===== src/rtl/bcd_to_bin.sv =====
// Iterative packed-BCD to binary converter: one digit per clock, MS digit first (acc = acc*10 + digit).
// Optional leading-zero skip when BCD_TO_BIN_LZSKIP_EN is defined (same results, shorter latency).
module bcd_to_bin #(
  parameter int NUM_DIGITS = 8,
  parameter int BIN_W      = 32,
  localparam int CNT_W     = (NUM_DIGITS > 1) ? $clog2(NUM_DIGITS) : 1
) (
  input  logic                    clk,
  input  logic                    rst_n,
  input  logic [4*NUM_DIGITS-1:0] bcd_in,
  input  logic                    in_valid,
  output logic                    in_ready,
  output logic [BIN_W-1:0]        bin_out,
  output logic                    err,
  output logic                    out_valid,
  input  logic                    out_ready
);

  typedef enum logic [1:0] {IDLE, CONV, DONE} state_t;

  state_t                         state;
  logic [NUM_DIGITS-1:0][3:0]     opnd;
  logic [BIN_W-1:0]               acc;
  logic [CNT_W-1:0]               cnt;
  logic [CNT_W-1:0]               cnt_start;
  logic [3:0]                     cur_dig;
  logic [BIN_W-1:0]               acc_nxt;

  assign cur_dig = opnd[cnt];
  // x*10 as x*8 + x*2; wraps mod 2^BIN_W by construction
  assign acc_nxt = (acc << 3) + (acc << 1) + {{(BIN_W-4){1'b0}}, cur_dig};

`ifdef BCD_TO_BIN_LZSKIP_EN
  logic [NUM_DIGITS-1:0][3:0] in_dig;
  assign in_dig = bcd_in;
  // Highest nonzero digit wins; all-zero falls back to index 0 (one CONV cycle)
  always_comb begin
    cnt_start = '0;
    for (int i = 0; i < NUM_DIGITS; i++)
      if (in_dig[i] != 4'd0) cnt_start = CNT_W'(i);
  end
`else
  assign cnt_start = CNT_W'(NUM_DIGITS - 1);
`endif

  always_ff @(posedge clk or negedge rst_n) begin
    if (!rst_n) begin
      state     <= IDLE;
      in_ready  <= 1'b1;
      out_valid <= 1'b0;
      bin_out   <= '0;
      err       <= 1'b0;
      acc       <= '0;
      cnt       <= '0;
      opnd      <= '0;
    end else begin
      case (state)
        IDLE: begin
          if (in_valid && in_ready) begin
            opnd     <= bcd_in;
            acc      <= '0;
            err      <= 1'b0;
            cnt      <= cnt_start;
            in_ready <= 1'b0;
            state    <= CONV;
          end
        end
        CONV: begin
          acc <= acc_nxt;
          if (cur_dig > 4'd9) err <= 1'b1;
          if (cnt == '0) begin
            bin_out   <= acc_nxt;
            out_valid <= 1'b1;
            state     <= DONE;
          end else begin
            cnt <= cnt - 1'b1;
          end
        end
        DONE: begin
          if (out_ready) begin
            out_valid <= 1'b0;
            in_ready  <= 1'b1;
            state     <= IDLE;
          end
        end
        default: begin
          state     <= IDLE;
          in_ready  <= 1'b1;
          out_valid <= 1'b0;
        end
      endcase
    end
  end

endmodule


===== config.mk =====
export PLATFORM = sky130hd
export DESIGN_NAME = bcd_to_bin
export DESIGN_NICKNAME = d
export VERILOG_FILES = /design/src/rtl/bcd_to_bin.sv
export SDC_FILE = /design/constraint.sdc
export NUM_CORES = 1
export LEC_CHECK = 0
export BUFFER_PORTS_ARGS = -buffer_cell sky130_fd_sc_hd__buf_4
export CELL_PAD_IN_SITES_DETAIL_PLACEMENT = 2
export CELL_PAD_IN_SITES_GLOBAL_PLACEMENT = 2
export CORE_ASPECT_RATIO = 0.5
export CORE_MARGIN = 4
export CORE_UTILIZATION = 38
export DETAILED_ROUTE_END_ITERATION = 16
export GPL_TIMING_DRIVEN = 0
export PLACE_DENSITY_LB_ADDON = 0.15
export SYNTH_ARGS = -nofsm -noshare
export SYNTH_HDL_FRONTEND = slang
export SYNTH_SLANG_ARGS = --single-unit

===== constraint.sdc =====
create_clock -name clk -period 4.5 [get_ports clk]
set_input_delay 0.45 -clock clk [delete_from_list [all_inputs] [get_ports clk]]
set_output_delay 0.45 -clock clk [all_outputs]
set_load 0.03 [all_outputs]

==> run metrics <==
area of the die=0.0178 mm2; number of DRC violations after detailed routing=0; flop-to-flop setup slack=0.21 ns; highest clock rate=233 MHz; arrival time reported for the critical path endpoint=4.52 ns; gate count after technology mapping=575; async set-or-reset flop fraction in the synthesized netlist=100%; initial antenna violation count=0; overall die height=96.5 um; number of synthesis warnings=0; final design utilization=47.6%; Synth Register Bits=103; global-route wire length before repair=29.5 mm; Reg-to-Reg End=acc[24]$_DFFE_PN0P_; vias post-DR=4680; minimum clock period after layout=4.29 ns; Setup crit end kind=flip-flop; status=finished, final reports clean; Hold Crit Start=bcd_in[12]; per-cell via count in the routed design=5.43; gr ovfl total=0; cell taking the most area after synthesis=sky130_fd_sc_hd__dfrtp_1; share of the clock period used by the worst path after layout=95.4%; TritonCTS clock tree=built; gp weighted congestion=0.773; final-stage net count=757; FF-to-FF path depth=16; top flip-flop cell by instance count after synthesis=sky130_fd_sc_hd__dfrtp_1; CTS HTree Levels=3; total track usage=around 21%; count of max-cap constraint violations=0; area of the placeable core=0.0149 mm2; layout overhead on the synthesized area=19.3%; Skew-Pair Late Insertion Delay=between 0.3 and 0.4 ns; Setup Crit Path Kind=reg2reg; via count of the first global-routing pass=5294; slew at the pin closest to its max-slew limit=0.677 ns; Max Fanout on Critical Path=10; remaining max-slew budget at the tightest pin=54.9%; post-synth top area share=42.9%; Cell variety after synth=54; maximum count of clock buffers along a single path=2; FF-to-FF Start=cnt[0]$_DFFE_PN0P_; average detailed-routed wire length per instance=21.3 um; Post-synth EDFFs=0; post-synthesis average cell area=slightly above 10 um2; Synth top cells by count=102 x sky130_fd_sc_hd__dfrtp_1, 90 x sky130_fd_sc_hd__nand2_1, 60 x sky130_fd_sc_hd__ha_1, 55 x sky130_fd_sc_hd__o21ai_0, 37 x sky130_fd_sc_hd__mux2_2; filler cell count in the final layout=~1600; number of stages on the worst hold path=2; horizontal extent of the die=185 um; hold crit path type=in2reg; Worst Hold Path EP=opnd[12]$_DFFE_PN0P_; nature of the critical path startpoint=flip-flop; Routed Antenna Nets=0; drt first-iter violations=137; IO Count=71; synth top area cells=sky130_fd_sc_hd__dfrtp_1 43%, sky130_fd_sc_hd__ha_1 13%, sky130_fd_sc_hd__mux2_2 7.0%; Core Rows=31; Setup violations, final=0; Starting Density=39.9%; most repeated cell in the gate-level netlist after synthesis=sky130_fd_sc_hd__dfrtp_1; CTS clk-pin slew, worst paths=approximately 0.080 ns; routed wire length=between 15 and 20 mm; count of TritonRoute iterations in the first routing pass=4; number of buffer cells added on primary ports=70; summed instance area of the synthesized netlist=0.00595 mm2; largest net degree at the start of global routing=about 100; total clock buffers created by CTS=9; fraction of layout cells with a size suffix above 1=~23%; Antenna Diode Count=0; CP required=4.73 ns; sequential area share after synthesis=43.4%; Clk Tree Root Cell=sky130_fd_sc_hd__clkbuf_16; Synth Net Count=673; Hold Fails Final Rpt=0; Max Transition Viols Final=0; maximum clock skew at final layout=around 0.0097 ns; number of clock sinks seen by CTS=approximately 100; detailed placement HPWL=13.9 mm
worst max-delay path, stage by stage, from the launching register on:
cell and delay, ns:
sky130_fd_sc_hd__dfrtp_1 0.41, sky130_fd_sc_hd__buf_6 0.20, sky130_fd_sc_hd__mux4_2 0.52, sky130_fd_sc_hd__mux2_2 0.31, sky130_fd_sc_hd__ha_1 0.31, sky130_fd_sc_hd__ha_1 0.23, sky130_fd_sc_hd__inv_1 0.08, sky130_fd_sc_hd__fa_1 0.22
sky130_fd_sc_hd__nor2b_1 0.09, sky130_fd_sc_hd__o2111ai_1 0.20, sky130_fd_sc_hd__nand2_1 0.18, sky130_fd_sc_hd__a221oi_4 0.51, sky130_fd_sc_hd__o21ai_1 0.17, sky130_fd_sc_hd__a41oi_1 0.31, sky130_fd_sc_hd__xor2_1 0.18, sky130_fd_sc_hd__buf_4 0.15
sky130_fd_sc_hd__o21ai_0 0.08
registers in the layout, summed over array words and instances (netlist names):
register,count
bin_out,32
opnd,32
acc,31
cnt,3
state,2
err,1
in_ready,1
out_valid,1
final cells by class:
class	count	area [um2]	area share, %
inverter	13	48.8	0.688
sequential	103	2580	36.4
tap	198	248	3.49
multi-input combinational	432	3220	45.4
clock inverter	6	75.1	1.06
clock buffer	10	229	3.23
timing repair buffer	74	582	8.20
buffer	26	109	1.53
layer usage:
metal	track usage (%)	vias to the layer above	share of wire (%)
met5	0	-	0
met3	5.20	10	3.8
met4	3.42	0	0.87
li1	-	2221	-
met2	39.9	71	51
met1	26.2	2378	44
cell families after synthesis:
group	after synthesis	share of synthesized area, %
compound gates	145	15.2
xor+xnor	30	4.42
mux	47	10.4
simple gates	148	10.7
fa+ha+maj	62	13.3
buf+inv	40	2.61
flops	103	43.4
through the flow:
step	hold slack, ns	instance area (um2)	setup WS, ns	std cells	TNS, ns
final	0.313	7090	0.206	862	0
after CTS	0.305	7020	0.0813	858	0
after detailed placement	0.475	6720	0.0397	843	0
after global routing	0.305	7090	-0.00424	862	-0.00424
after global placement	0.469	6720	0.183	843	0
after floorplan	0.154	5950	0.900	575	0
cell usage in the layout (no fill, tap or decap), types with 5 or more instances in the layout:
cell type and n:
sky130_fd_sc_hd__a21oi_1 28, sky130_fd_sc_hd__a31oi_1 6, sky130_fd_sc_hd__buf_4 71, sky130_fd_sc_hd__clkbuf_1 23, sky130_fd_sc_hd__clkbuf_16 9, sky130_fd_sc_hd__dfrtp_1 102, sky130_fd_sc_hd__ha_1 60, sky130_fd_sc_hd__inv_1 13
sky130_fd_sc_hd__mux2_2 37, sky130_fd_sc_hd__mux4_2 8, sky130_fd_sc_hd__nand2_1 90, sky130_fd_sc_hd__nand3_1 10, sky130_fd_sc_hd__nor2_1 24, sky130_fd_sc_hd__nor3_1 5, sky130_fd_sc_hd__o21ai_0 55, sky130_fd_sc_hd__o21ai_1 15
sky130_fd_sc_hd__o22ai_1 9, sky130_fd_sc_hd__xnor2_1 13, sky130_fd_sc_hd__xor2_1 16
worst max-delay path by stage:
stage / end / start / slack, ns / cells past startpoint
finish: acc[24]$_DFFE_PN0P_ / cnt[0]$_DFFE_PN0P_ / 0.21 / 16
global route: acc[24]$_DFFE_PN0P_ / cnt[0]$_DFFE_PN0P_ / -0.004 / 16
CTS: acc[24]$_DFFE_PN0P_ / cnt[0]$_DFFE_PN0P_ / 0.08 / 15
detailed placement: acc[24]$_DFFE_PN0P_ / cnt[1]$_DFFE_PN0P_ / 0.04 / 15
global placement: acc[24]$_DFFE_PN0P_ / cnt[0]$_DFFE_PN0P_ / 0.18 / 15
floorplan: bin_out[30]$_DFFE_PN0P_ / cnt[0]$_DFFE_PN0P_ / 0.90 / 15
what timing repair did:
action | in CTS | in global routing
hold buffers | 0 | 1
hold endpoints to repair | 0 | 9
buffers inserted | 0 | 2
pin swaps | 1 | 2
endpoints found under the setup margin | 1 | 10
resized for setup | 1 | 3
Power is not shown: default switching activity piles up to over one toggle a cycle in this logic, so the estimate is an artifact.
